$ cat src/rtl/td4_ctrl_pkg.sv
// td4_ctrl_pkg
// Shared definitions for the TD4 execution controller: FSM state encoding,
// operating-mode encodings, counter widths and a small mode helper.
package td4_ctrl_pkg;

  // Controller FSM states; the encoding is visible on the state output port.
  typedef enum logic [1:0] {
    ST_INIT    = 2'b00,
    ST_HALTED  = 2'b01,
    ST_RUNNING = 2'b10,
    ST_BRKED   = 2'b11
  } state_e;

  // Operating-mode encodings presented on the mode input.
  localparam logic [1:0] MODE_HALT = 2'b00;
  localparam logic [1:0] MODE_STEP = 2'b01;
  localparam logic [1:0] MODE_SLOW = 2'b10;
  localparam logic [1:0] MODE_FAST = 2'b11;

  // Counter widths.
  localparam int PRESC_W = 32;  // run-mode prescaler
  localparam int DEB_W   = 32;  // debounce stability counter
  localparam int RST_W   = 16;  // core reset hold counter
  localparam int INSTR_W = 8;   // issued-instruction counter

  // Both run modes have the MSB set, which is what distinguishes them from
  // HALT and STEP.
  function automatic logic is_run_mode(input logic [1:0] m);
    return m[1];
  endfunction

endpackage

$ cat src/rtl/td4_debounce.sv
// td4_debounce
// Synchronises a raw push-button, accepts a level change only after it has
// been stable for DEB_CYCLES consecutive cycles, and emits a one-cycle pulse
// when an accepted change is a rising edge. Holding the button therefore
// produces exactly one pulse.
//
// Ports:
//   clock       in   system clock, rising edge
//   reset       in   asynchronous active-low reset
//   raw         in   raw, bouncing button level (active-high)
//   press_pulse out  registered one-cycle pulse per accepted press
module td4_debounce
  import td4_ctrl_pkg::*;
#(
  parameter int unsigned DEB_CYCLES = 1000
) (
  input  logic clock,
  input  logic reset,
  input  logic raw,
  output logic press_pulse
);

  localparam logic [DEB_W-1:0] DEB_LAST = DEB_W'(DEB_CYCLES - 1);

  logic [1:0]       sync_r;
  logic             stable_r;
  logic [DEB_W-1:0] cnt_r;
  logic             press_r;

  logic             stable_nxt_s;
  logic [DEB_W-1:0] cnt_nxt_s;
  logic             press_nxt_s;

  // Stability counter: runs while the synchronised level differs from the
  // accepted level, restarts on any bounce back.
  always_comb begin
    stable_nxt_s = stable_r;
    cnt_nxt_s    = cnt_r;
    press_nxt_s  = 1'b0;
    if (sync_r[1] != stable_r) begin
      if (cnt_r == DEB_LAST) begin
        stable_nxt_s = sync_r[1];
        cnt_nxt_s    = '0;
        press_nxt_s  = sync_r[1];
      end else begin
        cnt_nxt_s = cnt_r + DEB_W'(1);
      end
    end else begin
      cnt_nxt_s = '0;
    end
  end

  // Synchroniser, accepted level, counter and pulse registers.
  always_ff @(posedge clock or negedge reset) begin
    if (!reset) begin
      sync_r   <= 2'b00;
      stable_r <= 1'b0;
      cnt_r    <= '0;
      press_r  <= 1'b0;
    end else begin
      sync_r   <= {sync_r[0], raw};
      stable_r <= stable_nxt_s;
      cnt_r    <= cnt_nxt_s;
      press_r  <= press_nxt_s;
    end
  end

  assign press_pulse = press_r;

endmodule

$ cat src/rtl/td4_exec_ctrl.sv
// td4_exec_ctrl
// Execution controller for a TD4 CPU core: holds the core in reset after
// power-up, then issues one-clock cpu_en pulses either per debounced step
// press or at a prescaled rate (slow/fast), honouring breakpoint requests.
//
// Ports:
//   clock      in   system clock, rising edge
//   reset      in   asynchronous active-low reset
//   mode[1:0]  in   00 HALT, 01 STEP, 10 RUN_SLOW, 11 RUN_FAST
//   step_btn   in   raw push-button, active-high
//   brk        in   breakpoint/halt request from the core (level)
//   cpu_en     out  one-clock execute enable
//   cpu_rst_n  out  active-low core reset
//   state[1:0] out  FSM state (00 INIT, 01 HALTED, 10 RUNNING, 11 BRKED)
//   instr_cnt  out  cpu_en pulses since reset, wraps at 256
module td4_exec_ctrl
  import td4_ctrl_pkg::*;
#(
  parameter int unsigned SLOW_DIV   = 1000000,
  parameter int unsigned FAST_DIV   = 1000,
  parameter int unsigned DEB_CYCLES = 1000,
  parameter int unsigned RST_CYCLES = 16
) (
  input  logic       clock,
  input  logic       reset,
  input  logic [1:0] mode,
  input  logic       step_btn,
  input  logic       brk,
  output logic       cpu_en,
  output logic       cpu_rst_n,
  output logic [1:0] state,
  output logic [7:0] instr_cnt
);

  localparam logic [PRESC_W-1:0] SLOW_TC  = PRESC_W'(SLOW_DIV - 1);
  localparam logic [PRESC_W-1:0] FAST_TC  = PRESC_W'(FAST_DIV - 1);
  localparam logic [RST_W-1:0]   RST_LAST = RST_W'(RST_CYCLES - 1);

  state_e             state_r;
  logic [PRESC_W-1:0] presc_r;
  logic [RST_W-1:0]   rst_cnt_r;
  logic [1:0]         mode_q_r;
  logic               cpu_en_r;
  logic               cpu_rst_n_r;
  logic [INSTR_W-1:0] instr_cnt_r;

  state_e             state_nxt_s;
  logic [PRESC_W-1:0] presc_nxt_s;
  logic [RST_W-1:0]   rst_cnt_nxt_s;
  logic               cpu_rst_n_nxt_s;
  logic               pulse_s;
  logic               cpu_en_nxt_s;
  logic [INSTR_W-1:0] instr_cnt_nxt_s;

  logic               press_s;
  logic [PRESC_W-1:0] div_tc_s;
  logic               tc_s;
  logic               div_swap_s;

  td4_debounce #(
    .DEB_CYCLES(DEB_CYCLES)
  ) u_debounce (
    .clock      (clock),
    .reset      (reset),
    .raw        (step_btn),
    .press_pulse(press_s)
  );

  // Terminal count for the current run speed, and detection of a direct
  // slow<->fast switch (which restarts the prescaler without a pulse).
  always_comb begin
    div_tc_s   = (mode == MODE_FAST) ? FAST_TC : SLOW_TC;
    tc_s       = (presc_r == div_tc_s);
    div_swap_s = is_run_mode(mode) && is_run_mode(mode_q_r) && (mode != mode_q_r);
  end

  // Next-state and output decode. The terminal count is evaluated in the
  // cycle presc==DIV-1 and the pulse is registered, so the first pulse lands
  // exactly DIV edges after entering RUNNING; a breakpoint or halt seen in
  // that same cycle suppresses it.
  always_comb begin
    state_nxt_s     = state_r;
    presc_nxt_s     = '0;
    rst_cnt_nxt_s   = rst_cnt_r;
    cpu_rst_n_nxt_s = cpu_rst_n_r;
    pulse_s         = 1'b0;
    case (state_r)
      ST_INIT: begin
        cpu_rst_n_nxt_s = 1'b0;
        if (rst_cnt_r == RST_LAST) begin
          state_nxt_s     = ST_HALTED;
          cpu_rst_n_nxt_s = 1'b1;
          rst_cnt_nxt_s   = '0;
        end else begin
          rst_cnt_nxt_s = rst_cnt_r + RST_W'(1);
        end
      end
      ST_HALTED: begin
        if (is_run_mode(mode)) begin
          state_nxt_s = ST_RUNNING;
        end else if ((mode == MODE_STEP) && press_s) begin
          pulse_s = 1'b1;
        end else begin
          state_nxt_s = ST_HALTED;
        end
      end
      ST_RUNNING: begin
        // Step presses are deliberately dropped here, never queued.
        if (brk) begin
          state_nxt_s = ST_BRKED;
        end else if (!is_run_mode(mode)) begin
          state_nxt_s = ST_HALTED;
        end else if (div_swap_s) begin
          presc_nxt_s = '0;
        end else if (tc_s) begin
          pulse_s     = 1'b1;
          presc_nxt_s = '0;
        end else begin
          presc_nxt_s = presc_r + PRESC_W'(1);
        end
      end
      ST_BRKED: begin
        // A step with the breakpoint still asserted single-steps the core;
        // a step after it has cleared resumes to HALTED.
        if (press_s) begin
          if (brk) begin
            pulse_s = 1'b1;
          end else begin
            state_nxt_s = ST_HALTED;
          end
        end else begin
          state_nxt_s = ST_BRKED;
        end
      end
      default: begin
        state_nxt_s     = ST_INIT;
        cpu_rst_n_nxt_s = 1'b0;
        rst_cnt_nxt_s   = '0;
      end
    endcase

    // Never enable the core while it is in reset or on back-to-back cycles.
    cpu_en_nxt_s    = pulse_s && cpu_rst_n_r && !cpu_en_r;
    instr_cnt_nxt_s = cpu_en_nxt_s ? (instr_cnt_r + INSTR_W'(1)) : instr_cnt_r;
  end

  // Controller state and registered outputs.
  always_ff @(posedge clock or negedge reset) begin
    if (!reset) begin
      state_r     <= ST_INIT;
      presc_r     <= '0;
      rst_cnt_r   <= '0;
      mode_q_r    <= MODE_HALT;
      cpu_en_r    <= 1'b0;
      cpu_rst_n_r <= 1'b0;
      instr_cnt_r <= '0;
    end else begin
      state_r     <= state_nxt_s;
      presc_r     <= presc_nxt_s;
      rst_cnt_r   <= rst_cnt_nxt_s;
      mode_q_r    <= mode;
      cpu_en_r    <= cpu_en_nxt_s;
      cpu_rst_n_r <= cpu_rst_n_nxt_s;
      instr_cnt_r <= instr_cnt_nxt_s;
    end
  end

  assign cpu_en    = cpu_en_r;
  assign cpu_rst_n = cpu_rst_n_r;
  assign state     = state_r;
  assign instr_cnt = instr_cnt_r;

endmodule

$ cat config.mk
export PLATFORM = sky130hd
export DESIGN_NAME = td4_exec_ctrl
export DESIGN_NICKNAME = d
export VERILOG_FILES = /design/src/rtl/td4_ctrl_pkg.sv /design/src/rtl/td4_debounce.sv /design/src/rtl/td4_exec_ctrl.sv
export SDC_FILE = /design/constraint.sdc
export NUM_CORES = 1
export LEC_CHECK = 0
export BUFFER_PORTS_ARGS = -buffer_cell sky130_fd_sc_hd__buf_4
export CELL_PAD_IN_SITES_DETAIL_PLACEMENT = 0
export CELL_PAD_IN_SITES_GLOBAL_PLACEMENT = 1
export CORE_MARGIN = 2
export CORE_UTILIZATION = 40
export CTS_CLUSTER_SIZE = 12
export DETAILED_ROUTE_END_ITERATION = 6
export GPL_TIMING_DRIVEN = 1
export PLACE_DENSITY = 0.72
export SLEW_MARGIN = 20
export SYNTH_ARGS = -nofsm -noshare
export SYNTH_HDL_FRONTEND = slang
export SYNTH_SLANG_ARGS = --single-unit
export TNS_END_PERCENT = 30
$ cat constraint.sdc
create_clock -name clock -period 4.1 [get_ports clock]
set_input_delay 0.82 -clock clock [delete_from_list [all_inputs] [get_ports clock]]
set_output_delay 0.82 -clock clock [all_outputs]
set_load 0.05 [all_outputs]
Word-level counts from Yosys, hierarchy flattened
Cells that the tools add are included.
{"block": "op_classes", "n_addsub": 4, "n_eq_ne": 14, "muxes": 29, "n_reduce_logical": 9}
{"cell": "$mux W32", "n": 7}
{"cell": "$add A32 B1 Y32 const B", "n": 2}
{"cell": "$eq A32 B10 Y1 const B", "n": 1}
{"cell": "$eq A32 B20 Y1", "n": 1}
{"cell": "$mux W20", "n": 1}
{"cell": "$add A16 B1 Y16 const B", "n": 1}
{"cell": "$eq A16 B4 Y1 const B", "n": 1}
{"cell": "$mux W16", "n": 1}
{"cell": "$mux W2", "n": 7}
{"cell": "$mux W1", "n": 11}
{"cell": "$ne A3 B3 Y1 const B", "n": 3}
{"cell": "$add A8 B1 Y8 const B", "n": 1}
{"cell": "$pmux W2 S4", "n": 1}
{"cell": "$eq A2 B2 Y1 const B", "n": 3}
{"cell": "$logic_and A1 B1 Y1", "n": 5}
{"cell": "$eq A2 B1 Y1 const B", "n": 2}
{"cell": "$reduce_and A4 Y1", "n": 1}
{"cell": "$pmux W1 S3", "n": 1}
{"cell": "$logic_not A2 Y1", "n": 1}
{"cell": "$ne A2 B2 Y1", "n": 1}
{"cell": "$ne A2 B2 Y1 const B", "n": 1}
{"cell": "$reduce_and A2 Y1", "n": 1}
{"cell": "$logic_not A1 Y1", "n": 1}
{"cell": "$ne A1 B1 Y1", "n": 1}
{"block": "totals", "register_bits": 98, "in_bits": 6, "elab_cells": 67}

Depth between registers and ports, before layout
Gate-level depths: netlist of run 1.
{"block": "depth", "ltp_word": 10, "depth_mapped": 7}

Hierarchy
From an unflattened synthesis of run 1, not the netlist that was laid out.
{"block": "hier_totals", "hier_cells": 526, "hier_area_um2": 5052.3}
{"mod": "td4_exec_ctrl", "n_inst": 1, "cells_per_inst": 331, "area_per_inst_um2": 3189.3, "seq_area_each_um2": 1551.5}
{"mod": "td4_debounce", "n_inst": 1, "cells_per_inst": 195, "area_per_inst_um2": 1863.0, "seq_area_each_um2": 900.9}

Least setup slack after synthesis of run 1
No wires, ideal clock.
{"block": "synth_timing", "path_kind": "input port to flip-flop", "from": "input mode[1]", "to": "register instr_cnt_r[1] (netlist: instr_cnt[1])", "setup_ns": 0.125, "t_arrival_ns": 2.181, "required_ns": 3.975, "path_slack_ns": 1.794, "cell_stages": 6, "n_path_buf": 1, "path_cell_list": "ha_1 > o21a_1 > or2_1 > buf_8 > o21a_1 > mux2_4"}
{"block": "synth_via", "elab_chain_cells": 10, "elab_cells_between_ends": 17, "classes_between": "4 x eq/ne; 8 x mux; 5 x reduce/logical"}
{"item": "start: declaration", "line_no": "td4_exec_ctrl.sv:26", "text": "input logic [1:0] mode,"}
{"item": "$eq A2 B2 Y1", "line_no": "td4_exec_ctrl.sv:72", "text": "div_tc_s = (mode == MODE_FAST) ? FAST_TC : SLOW_TC;"}
{"item": "$mux W20", "line_no": "td4_exec_ctrl.sv:72"}
{"item": "$eq A32 B20 Y1", "line_no": "td4_exec_ctrl.sv:73", "text": "tc_s = (presc_r == div_tc_s);"}
{"item": "$mux W1", "line_no": "td4_exec_ctrl.sv:115", "text": "end else if (tc_s) begin"}
{"item": "$mux W1", "line_no": "td4_exec_ctrl.sv:113", "text": "end else if (div_swap_s) begin"}
{"item": "$mux W1", "line_no": "td4_exec_ctrl.sv:111", "text": "end else if (!is_run_mode(mode)) begin"}
{"item": "$mux W1", "line_no": "td4_exec_ctrl.sv:109", "text": "if (brk) begin"}
{"item": "$pmux W1 S3 (*)", "line_no": "td4_exec_ctrl.sv:87", "text": "case (state_r)"}
{"item": "$logic_and A1 B1 Y1 (*) (2 in series)", "line_no": "td4_exec_ctrl.sv:143", "text": "cpu_en_nxt_s = pulse_s && cpu_rst_n_r && !cpu_en_r;"}
{"item": "end signal: assignment", "line_no": "td4_exec_ctrl.sv:164", "text": "instr_cnt_r <= instr_cnt_nxt_s;"}
{"item": "end: declaration", "line_no": "td4_exec_ctrl.sv:45", "text": "logic [INSTR_W-1:0] instr_cnt_r;"}
Every way passes the cells marked *; elsewhere a longest branch is shown, timed or not.
A chain may end at the register's enable or synchronous reset.

Worst setup path after layout of run 1
{"block": "layout_timing", "from": "register u_debounce.cnt_r[0]", "to": "register u_debounce.cnt_r[24]"}
{"block": "layout_via", "elab_chain_cells": 3, "elab_cells_between_ends": 4, "classes_between": "1 x add/sub; 1 x eq/ne; 2 x mux"}
{"item": "start: declaration", "line_no": "td4_debounce.sv:27", "text": "logic [DEB_W-1:0] cnt_r;"}
{"item": "start signal: assignment", "line_no": "td4_debounce.sv:63", "text": "cnt_r <= cnt_nxt_s;"}
{"item": "$add A32 B1 Y32 or $eq A32 B10 Y1 (tied branches)", "line_no": "td4_debounce.sv:46, td4_debounce.sv:41"}
{"item": "$mux W32 (*)", "line_no": "td4_debounce.sv:41", "text": "if (cnt_r == DEB_LAST) begin"}
{"item": "$mux W32 (*)", "line_no": "td4_debounce.sv:40", "text": "if (sync_r[1] != stable_r) begin"}
{"item": "named net u_debounce.cnt_nxt_s[24]", "line_no": "td4_debounce.sv:31", "text": "logic [DEB_W-1:0] cnt_nxt_s;"}
The timed path passes the listed nets; every way through them passes the cells marked *.

==> results of run 1 <==
==> critical path, stage by stage, from the launching register on <==
cell and delay (ps):
dfrtp_1 380, ha_1 250, nor4b_1 280, nand3_1 110, nor4_1 470, or2_2 590
nor2_1 120
==> registers in the layout, indices dropped and copies added, names as in the netlist <==
register                cells
instr_cnt                   8
presc_r                    32
state                       2
u_debounce.stable_r         1
cpu_en                      1
u_debounce.cnt_r           32
rst_cnt_r                  16
u_debounce.sync_r           2
u_debounce.press_pulse      1
cpu_rst_n                   1
mode_q_r                    2
==> power breakdown <==
part	switching [W]	internal [W]
Clock	0.000345	0.000397
Combinational	0.0000378	0.0000236
Sequential	0.0000122	0.000982
==> layout by cell type, fill, tap and decap left out, drive strengths merged, types with 11 or more instances in the layout <==
master / instances
and3: 13
buf: 21
dfrtp: 98
inv: 11
nand2: 22
nand3: 50
nand4: 28
nor2: 83
nor3: 12
nor4: 17
xnor2: 25
xor2: 49
==> layer usage <==
| metal | track usage (%) | vias to the layer above |
|---|---|---|
| li1 | - | 1805 |
| met1 | 23.2 | 1806 |
| met2 | 26.6 | 40 |
| met3 | 2.82 | 9 |
| met4 | 6.99 | 0 |
| met5 | 0 | - |
==> stage by stage <==
step                      cells  hold WS (ps)
after floorplan             500           331
after global placement      674           342
after detailed placement    674           339
after CTS                   687           353
after global routing        687           361
final                       687           351
==> kinds of logic after synthesis <==
kind of cell / after synthesis / synth area share [%]
flip-flops: 98 / 49.3
buffers and inverters: 26 / 2.59
AND/OR/NAND/NOR: 257 / 27.4
adder cells (fa/ha/maj): 5 / 1.26
AO/OA/AOI/OAI: 35 / 5.21
multiplexers: 5 / 1.16
XOR/XNOR: 74 / 13.0
==> worst max path at each step <==
stage / start / end / cells after the start
floorplan: mode[1] / instr_cnt[1] / 6
global placement: mode[1] / instr_cnt[4] / 6
detailed placement: mode[1] / instr_cnt[6] / 6
CTS: u_debounce.cnt_r[0] / u_debounce.cnt_r[11] / 6
global route: u_debounce.cnt_r[0] / u_debounce.cnt_r[7] / 6
finish: u_debounce.cnt_r[0] / u_debounce.cnt_r[24] / 6
==> layout make-up <==
class | instances | area [um2]
tap | 168 | 210
inverter | 11 | 41.3
timing repair buffer | 21 | 158
fill | 1157 | 6560
multi-input combinational | 376 | 2390
sequential | 98 | 2450
clock buffer | 9 | 225
clock inverter | 4 | 22.5
==> summary.txt, run 1 <==
Power
  – Pwr Total: 0.00180 W
  – Max rail drop VDD: 0.231 mV
  – Pwr/cell area: 327 nW/um2
  – Leakage: 2.30 nW

Final layout
  – P&R area growth vs syn: 10.6%
  – Net count, final: 528
  – Fraction of layout cells with a size suffix above 1: 9.25%
  – Antenna diodes: 0
  – Post-route cell area: 5500 um2
  – Final core occ: 45.6%

Placed design
  – Routability congestion estimate from global placement: 0.765
  – HPWL after DPL: 6780 um
  – IO buf count: 17
  – Dpl ws: 1450 ps
  – Dpl cell area: 5250 um2

Worst setup path
  – Required @ worst endpoint: 4310 ps
  – CP max FO: 30
  – Reg2Reg Launch Point: u_debounce.cnt_r[0]
  – WS Path Type: flip-flop to flip-flop
  – Worst r2r path cells: 6
  – WP data arrival: 2560 ps
  – CP endpoint kind: flip-flop
  – Reg2reg end: u_debounce.cnt_r[24]
  – Reg2reg setup slack: 1750 ps
  – Startpoint Class: flip-flop

Status
  – Status: complete, no violations

GRT
  – Pin count of the biggest net entering global routing: 37
  – Total grt overflow: 0
  – Vias in the first global route: 3714
  – First-pass GRT wire length: 18000 um
  – GRT Total Usage: 16.9%
  – Initial antenna violation count: 0

Drt
  – Met2 wire length: 4610 um
  – Remaining DRCs: 0
  – ANT nets after route: 0
  – WL met1: 5050 um
  – DR iter-0 viols: 211
  – Via/cell ratio: 5.33
  – Routed WL: 10000 um
  – Vias after detailed routing: 3660
  – Wire length on met3: 217 um
  – TritonRoute pass-1 iters: 4
  – Max Used Layer: met4
  – DR WL/cell: 14.6 um

Die
  – CORE AREA: 12100 um2
  – Initial Utilization: 41.2%
  – Die Wd: 115 um
  – Die footprint: 13300 um2
  – I/O pins: 18
  – Die Y: 115 um
  – Row count: 40

Yosys
  – Synth Net Count: 511
  – Top post-synthesis cells by count: dfrtp_1 (98), nor2_1 (83), nand3_1 (50)
  – Most frequent cell after synthesis: dfrtp_1
  – Synth area leader: dfrtp_1
  – Synth Warn #: 0
  – Mapped Cells: 500
  – Synth top area share: 49.3%
  – Mapped cell area: 4970 um2
  – EDFF count, synth: 0
  – Main synth FF type: dfrtp_1
  – Synth unique cells: 54
  – Post-synth ARST share: 100%
  – Area contributors post-synth: dfrtp_1 (49%), xor2_1 (8.6%), nor2_1 (6.3%)
  – Seq/Total Area, Yosys: 49.3%
  – Mean Syn Cell Area: 9.94 um2
  – Post-synthesis register bit count: 98

CTS
  – CTS tree: yes
  – Root Buffer: clkbuf_16
  – CTS Hold Bufs: 0
  – Post-CTS Resized: 0
  – Clock slew at reported path FFs: 70 ps
  – # Post-CTS Setup Buffers: 0
  – H-tree depth: 3
  – Clock buffer depth: 2
  – Clock latency at the later pin of the worst-skew pair: 340 ps
  – Sinks on Clock Net: 98
  – CTS Buf Count: 9

STA
  – Fmax: 0.426 GHz
  – Worst Tran Pin Value: 915 ps
  – Setup TNS: 0 ps
  – RSZ-0062 raised after global routing: false
  – Minimum clock period: 2350 ps
  – Max Slew Vio Count: 0
  – Final count of hold timing violations: 0
  – Setup WS post-layout: 1750 ps
  – # setup viols final: 0
  – Slew Limit Headroom: 38.5%
  – Worst Skew: 5.90 ps
  – Final Cycle Share: 57.3%

Job
  – Max_cap viols: 0

Hold path
  – Hold_sp: u_debounce.sync_r[0]
  – Worst Hold Path EP: u_debounce.sync_r[1]
  – Hold path cells: 0
  – Worst Hold Class: flip-flop to flip-flop
Power figures use the tool's default switching activity.
==> inputs of run 2 (changes only) <==
--- a/config.mk
+++ b/config.mk
@@ -5,6 +5,7 @@
 export SDC_FILE = /design/constraint.sdc
 export NUM_CORES = 1
 export LEC_CHECK = 0
+export ABC_AREA = 1
 export BUFFER_PORTS_ARGS = -buffer_cell sky130_fd_sc_hd__buf_4
 export CELL_PAD_IN_SITES_DETAIL_PLACEMENT = 0
 export CELL_PAD_IN_SITES_GLOBAL_PLACEMENT = 1
@@ -13,7 +14,7 @@
 export CTS_CLUSTER_SIZE = 12
 export DETAILED_ROUTE_END_ITERATION = 6
 export GPL_TIMING_DRIVEN = 1
-export PLACE_DENSITY = 0.72
+export PLACE_DENSITY = 0.78
 export SLEW_MARGIN = 20
 export SYNTH_ARGS = -nofsm -noshare
 export SYNTH_HDL_FRONTEND = slang
==> constraint.sdc (replaced) <==
create_clock -name clock -period 2.1 [get_ports clock]
set_input_delay 0.42 -clock clock [delete_from_list [all_inputs] [get_ports clock]]
set_output_delay 0.42 -clock clock [all_outputs]
set_load 0.05 [all_outputs]
==> summary.txt, run 2 <==
Status
  – Status: complete, no violations

GRT
  – Vias in the first global route: 4348 (+17%)
  – Total grt overflow: 0 (unchanged)
  – Initial antenna violation count: 0 (unchanged)
  – Pin count of the biggest net entering global routing: 46 (+24%)
  – First-pass GRT wire length: 20900 um (+16%)
  – GRT Total Usage: 18.0% (+1.1 points)

Yosys
  – Mapped Cells: 708 (+42%)
  – Top post-synthesis cells by count: nand2_1 (161), nor2_1 (147), dfrtp_1 (98)
  – Synth area leader: dfrtp_1
  – Area contributors post-synth: dfrtp_1 (45%), nand2_1 (11%), nor2_1 (10%)
  – Synth Warn #: 0 (unchanged)
  – EDFF count, synth: 0 (unchanged)
  – Mean Syn Cell Area: 7.71 um2 (-22%)
  – Main synth FF type: dfrtp_1
  – Synth Net Count: 719 (+41%)
  – Post-synth ARST share: 100% (unchanged)
  – Mapped cell area: 5460 um2 (+9.8%)
  – Post-synthesis register bit count: 98 (unchanged)
  – Seq/Total Area, Yosys: 44.9% (-4.4 points)
  – Synth top area share: 44.9% (-4.4 points)
  – Synth unique cells: 35 (-35%)
  – Most frequent cell after synthesis: nand2_1

Power
  – Pwr/cell area: 680 nW/um2 (+110%)
  – Max rail drop VDD: 0.488 mV (+110%)
  – Leakage: 2.70 nW (+17%)

Worst setup path
  – CP max FO: 5 (-83%)
  – Startpoint Class: flip-flop
  – WS Path Type: flip-flop to flip-flop
  – WP data arrival: 2100 ps (-460 ps)
  – CP endpoint kind: flip-flop
  – Required @ worst endpoint: 2330 ps (-1980 ps)

Final layout
  – Net count, final: 750 (+42%)
  – Fraction of layout cells with a size suffix above 1: 10.3% (+1.1 points)
  – Post-route cell area: 6150 um2 (+12%)
  – P&R area growth vs syn: 12.8%
  – Antenna diodes: 0 (unchanged)
  – Commonest non-fill, non-tap cell in the layout: nand2_1
  – Most frequent cells in the layout: nand2_1 (161), nor2_1 (147), dfrtp_1 (98)
  – Top Registers: presc_r: 32 flops, u_debounce.cnt_r: 32 flops, rst_cnt_r: 16 flops
  – Final core occ: 46.3% (+0.71 points)

Hold path
  – Worst Hold Class: primary input to flip-flop

Die
  – Die Wd: 121 um (+4.6%)
  – I/O pins: 18 (unchanged)
  – CORE AREA: 13300 um2 (+10%)
  – Initial Utilization: 41.0% (-0.16 points)
  – Row count: 42 (+5.0%)
  – Die footprint: 14600 um2 (+9.4%)
  – Die Y: 121 um (+4.6%)

Drt
  – Vias after detailed routing: 4525 (+24%)
  – Remaining DRCs: 0 (unchanged)
  – DR iter-0 viols: 337 (+60%)
  – Routed WL: 12300 um (+23%)
  – ANT nets after route: 0 (unchanged)
  – Via/cell ratio: 4.92 (-7.7%)
  – TritonRoute pass-1 iters: 4 (unchanged)
  – DR WL/cell: 13.4 um (-8.2%)

Placed design
  – Dpl cell area: 5850 um2 (+12%)
  – HPWL after DPL: 9360 um (+38%)
  – IO buf count: 17 (unchanged)
  – Routability congestion estimate from global placement: 0.885 (+16%)

CTS
  – Clock latency at the later pin of the worst-skew pair: 350 ps (about the same)
  – H-tree depth: 3 (unchanged)
  – Sinks on Clock Net: 98 (unchanged)
  – Clock buffer depth: 2 (unchanged)
  – Clock slew at reported path FFs: 60 ps (about the same)
  – # Post-CTS Setup Buffers: 0 (unchanged)
  – CTS Buf Count: 9 (unchanged)
  – Root Buffer: clkbuf_16
  – CTS tree: yes

STA
  – Slew Limit Headroom: 70.0% (+32 points)
  – Minimum clock period: 1870 ps (-477 ps)
  – Setup TNS: 0 ps (unchanged)
  – Max Slew Vio Count: 0 (unchanged)
  – # setup viols final: 0 (unchanged)
  – Fmax: 0.534 GHz (+25%)
  – Final hold slack: 177 ps (-174 ps)
  – Final Cycle Share: 89.2% (+32 points)
  – Worst Skew: 5.94 ps (+0.0388 ps)
  – Worst Tran Pin Value: 446 ps (-470 ps)
  – Final count of hold timing violations: 0 (unchanged)
  – RSZ-0062 raised after global routing: false

Job
  – Max_cap viols: 0 (unchanged)
[run 2: repair_timing]
item | 4_1_cts | 5_1_grt
resized for setup | 0 | 0
hold endpoints to repair | 16 | 0
hold buffers | 1 | 0
[run 2: layout make-up]
cell class	instances	area (um2)
Clock buffer	11	253
Fill cell	1311	7140
Sequential cell	98	2450
Multi-Input combinational cell	526	2690
Clock inverter	5	37.5
Timing Repair Buffer	27	218
Inverter	77	289
Tap cell	176	220
[run 2: per-stage QoR]
stage	cells	power [W]	setup WS, ps
floorplan	708	0.00243	322
global placement	903	0.00261	208
detailed placement	903	0.00263	156
CTS	920	0.00425	211
global route	920	0.00440	59.7
finish	920	0.00419	227
[run 2: per-layer routing]
| layer | global-route usage, % | share of wire [%] | routed length [um] |
|---|---|---|---|
| met5 | 0 | 0 | 0 |
| met4 | 5.16 | 1.7 | 212 |
| met3 | 4.25 | 3.3 | 402 |
| met2 | 28.5 | 47 | 5750 |
| met1 | 24.8 | 48 | 5920 |
[run 2: critical path, stage by stage (launching register included)]
cell and delay, ps:
dfrtp_1 460, ha_1 200, nand2_1 110, nor2_1 180, nand2_1 210, nor2_1 360, nand3_1 130, nand2_1 80
nor2_1 40
[run 2: worst paths after layout]
kind / slack [ps] / to / from / cells past startpoint
max: 230 / u_debounce.cnt_r[26] / u_debounce.cnt_r[0] / 8
min: 180 / u_debounce.sync_r[0] / step_btn / 1
max reg2reg: 230 / u_debounce.cnt_r[26] / u_debounce.cnt_r[0] / 8
min reg2reg: 350 / u_debounce.sync_r[1] / u_debounce.sync_r[0] / 0
max in group asynchronous: 1070 / state[1] / reset / 3
min in group asynchronous: 490 / presc_r[23] / reset / 2
[run 2: kinds of logic (layout without fill, tap and decap cells)]
group	after synthesis	in the layout	share of synthesized area, %
flip-flops	98	98	44.9
AO/OA/AOI/OAI	19	19	1.95
XOR/XNOR	56	56	8.99
adder cells (fa/ha/maj)	5	5	1.15
AND/OR/NAND/NOR	446	446	37.1
buffers and inverters	84	120	5.85
[run 2: report_power, final]
| part | total [W] | switching, W | internal (W) |
|---|---|---|---|
| sequential | 0.00205 | 0.0000849 | 0.00197 |
| clock | 0.00160 | 0.000726 | 0.000872 |
| combinational | 0.000539 | 0.000370 | 0.000169 |
==> inputs of run 3 (changes only) <==
--- a/config.mk
+++ b/config.mk
@@ -14,7 +14,7 @@
 export CTS_CLUSTER_SIZE = 12
 export DETAILED_ROUTE_END_ITERATION = 6
 export GPL_TIMING_DRIVEN = 1
-export PLACE_DENSITY = 0.78
+export PLACE_DENSITY = 0.83
 export SLEW_MARGIN = 20
 export SYNTH_ARGS = -nofsm -noshare
 export SYNTH_HDL_FRONTEND = slang
==> summary.txt, run 3 (synthesis results as in run 2) <==
Drt
  – TritonRoute pass-1 iters: 4 (unchanged)
  – DR WL/cell: 13.9 um (+3.8%)
  – Remaining DRCs: 0 (unchanged)
  – Via/cell ratio: 5.03 (+2.2%)
  – Routed WL: 12700 um (+3.6%)
  – DR iter-0 viols: 310 (-8.0%)
  – Vias after detailed routing: 4613 (+1.9%)
  – ANT nets after route: 0 (unchanged)

CTS
  – H-tree depth: 3 (unchanged)
  – CTS tree: yes
  – Clock slew at reported path FFs: 80 ps (+20 ps)
  – # Post-CTS Setup Buffers: 0 (unchanged)
  – Sinks on Clock Net: 98 (unchanged)
  – CTS Buf Count: 9 (unchanged)
  – Clock latency at the later pin of the worst-skew pair: 360 ps (about the same)
  – Root Buffer: clkbuf_16
  – Clock buffer depth: 2 (unchanged)

Status
  – Status: complete, no violations

Final layout
  – Post-route cell area: 6150 um2 (-0.10%)
  – P&R area growth vs syn: 12.7%
  – Antenna diodes: 0 (unchanged)
  – Final core occ: 46.2% (-0.047 points)
  – Top Registers: presc_r: 32 flops, u_debounce.cnt_r: 32 flops, rst_cnt_r: 16 flops
  – Commonest non-fill, non-tap cell in the layout: nand2_1
  – FILL cells: 1340 (+2.2%)
  – Most frequent cells in the layout: nand2_1 (161), nor2_1 (147), dfrtp_1 (98)
  – Fraction of layout cells with a size suffix above 1: 10.1% (-0.24 points)
  – Net count, final: 748 (-0.27%)

Die
  – I/O pins: 18 (unchanged)
  – Row count: 42 (unchanged)
  – Die Y: 121 um (unchanged)
  – Die Wd: 121 um (unchanged)
  – Initial Utilization: 41.0% (unchanged)
  – CORE AREA: 13300 um2 (unchanged)
  – Die footprint: 14600 um2 (unchanged)

STA
  – Worst Skew: 11.2 ps (+5.23 ps)
  – Minimum clock period: 1790 ps (-83.3 ps)
  – # setup viols final: 0 (unchanged)
  – Setup TNS: 0 ps (unchanged)
  – Slew Limit Headroom: 64.1% (-5.9 points)
  – Fmax: 0.559 GHz (+4.7%)
  – Final hold slack: 169 ps (-7.47 ps)
  – Worst Tran Pin Value: 533 ps (+87.3 ps)
  – Final count of hold timing violations: 0 (unchanged)
  – Final Cycle Share: 85.2% (-4.0 points)
  – RSZ-0062 raised after global routing: false
  – Max Slew Vio Count: 0 (unchanged)

Worst setup path
  – CP endpoint kind: flip-flop
  – WS Path Type: flip-flop to flip-flop
  – CP max FO: 13 (+8)
  – Startpoint Class: flip-flop
  – WP data arrival: 2030 ps (-70 ps)
  – Crit. Startpoint: presc_r[16]
  – Required @ worst endpoint: 2340 ps (about the same)
  – Reg2Reg Launch Point: presc_r[16]

Placed design
  – Dpl cell area: 5840 um2 (-0.26%)
  – Routability congestion estimate from global placement: 0.931 (+5.2%)
  – IO buf count: 17 (unchanged)
  – HPWL after DPL: 9590 um (+2.5%)

Power
  – Net Sw Power: 0.00127 W (+7.1%)
  – Combinational Power Share: 12.5% (-0.4 points)
  – Int Pwr: 0.00297 W (-1.1%)
  – Register share of total power: 48.4% (-0.6 points)
  – Clock power share: 39.1% (+0.9 points)
  – Leakage: 2.69 nW (about the same)
  – Switching power share of the total: 29.8% (+1.6 points)
  – Max rail drop VDD: 0.494 mV (+1.2%)
  – Pwr/cell area: 689 nW/um2 (+1.3%)

GRT
  – GRT Total Usage: 18.9% (+0.83 points)
  – Vias in the first global route: 4556 (+4.8%)
  – Total grt overflow: 0 (unchanged)
  – First-pass GRT wire length: 21800 um (+4.4%)
  – Pin count of the biggest net entering global routing: 55 (+20%)
  – Initial antenna violation count: 0 (unchanged)

Hold path
  – Hold_sp: step_btn
  – Worst Hold Class: primary input to flip-flop

Job
  – Max_cap viols: 0 (unchanged)
run 3: cell count changes in the layout (fill, tap and decap cells not counted):
cell,previous run,this run
clkinv_8,0,1
clkbuf_8,2,0
buf_4,25,23
clkinvlp_4,2,0
clkinv_4,1,3
clkinv_2,1,0
inv_8,0,2
run 3: layout make-up:
class                   instances  area [um2]  area share [%]
well taps                     176         220            3.58
clock buffers                   9         225            3.66
clock inverters                 7        73.8            1.20
inverters                      77         289            4.70
repair buffers                 25         203            3.30
multi-input cells             526        2690            43.7
flip-flops and latches         98        2450            39.9
run 3: power by group through the flow:
stage	Clock [W]	Combinational, W	Sequential, W
2_1_floorplan	0	0.000280	0.00215
3_3_place_gp	0	0.000515	0.00208
3_5_place_dp	0	0.000538	0.00209
4_1_cts	0.00170	0.000541	0.00205
5_1_grt	0.00178	0.000590	0.00207
6_report	0.00166	0.000530	0.00205
run 3: worst max-delay path, stage by stage, from the launching register on:
cell and delay, ps:
dfrtp_1 430, nand2_1 130, nor2_2 200, nor2_1 60
nor2_1 190, nand3_1 120, nand2_2 240, inv_2 160
nand2_1 100, nor2_1 40
run 3: worst paths after layout:
kind | end | cells after the start | slack (ps)
max | presc_r[25] | 9 | 310
min | u_debounce.sync_r[0] | 1 | 170
max reg2reg | presc_r[25] | 9 | 310
min reg2reg | u_debounce.sync_r[1] | 0 | 360
max in group asynchronous | presc_r[31] | 3 | 970
min in group asynchronous | u_debounce.cnt_r[22] | 2 | 510
run 3: stage by stage:
stage / cells / total power, W / setup slack (ps)
after detailed placement: 901 / 0.00263 / 234
after global placement: 901 / 0.00260 / 276
after CTS: 918 / 0.00430 / 300
after global routing: 918 / 0.00444 / 106
after floorplan: 708 / 0.00243 / 322
final: 918 / 0.00424 / 310
run 3: timing repair:
action                    4_1_cts  5_1_grt
hold endpoints to repair       22        0
hold buffers                    1        0
resized for setup               0        0
run 3: routing by layer:
layer / GRT usage (%) / up-vias / wire, um
li1: - / 2315 / -
met1: 25.5 / 2158 / 5960
met2: 29.3 / 112 / 5920
met3: 4.48 / 28 / 551
met4: 7.34 / 0 / 290
met5: 0 / - / 0
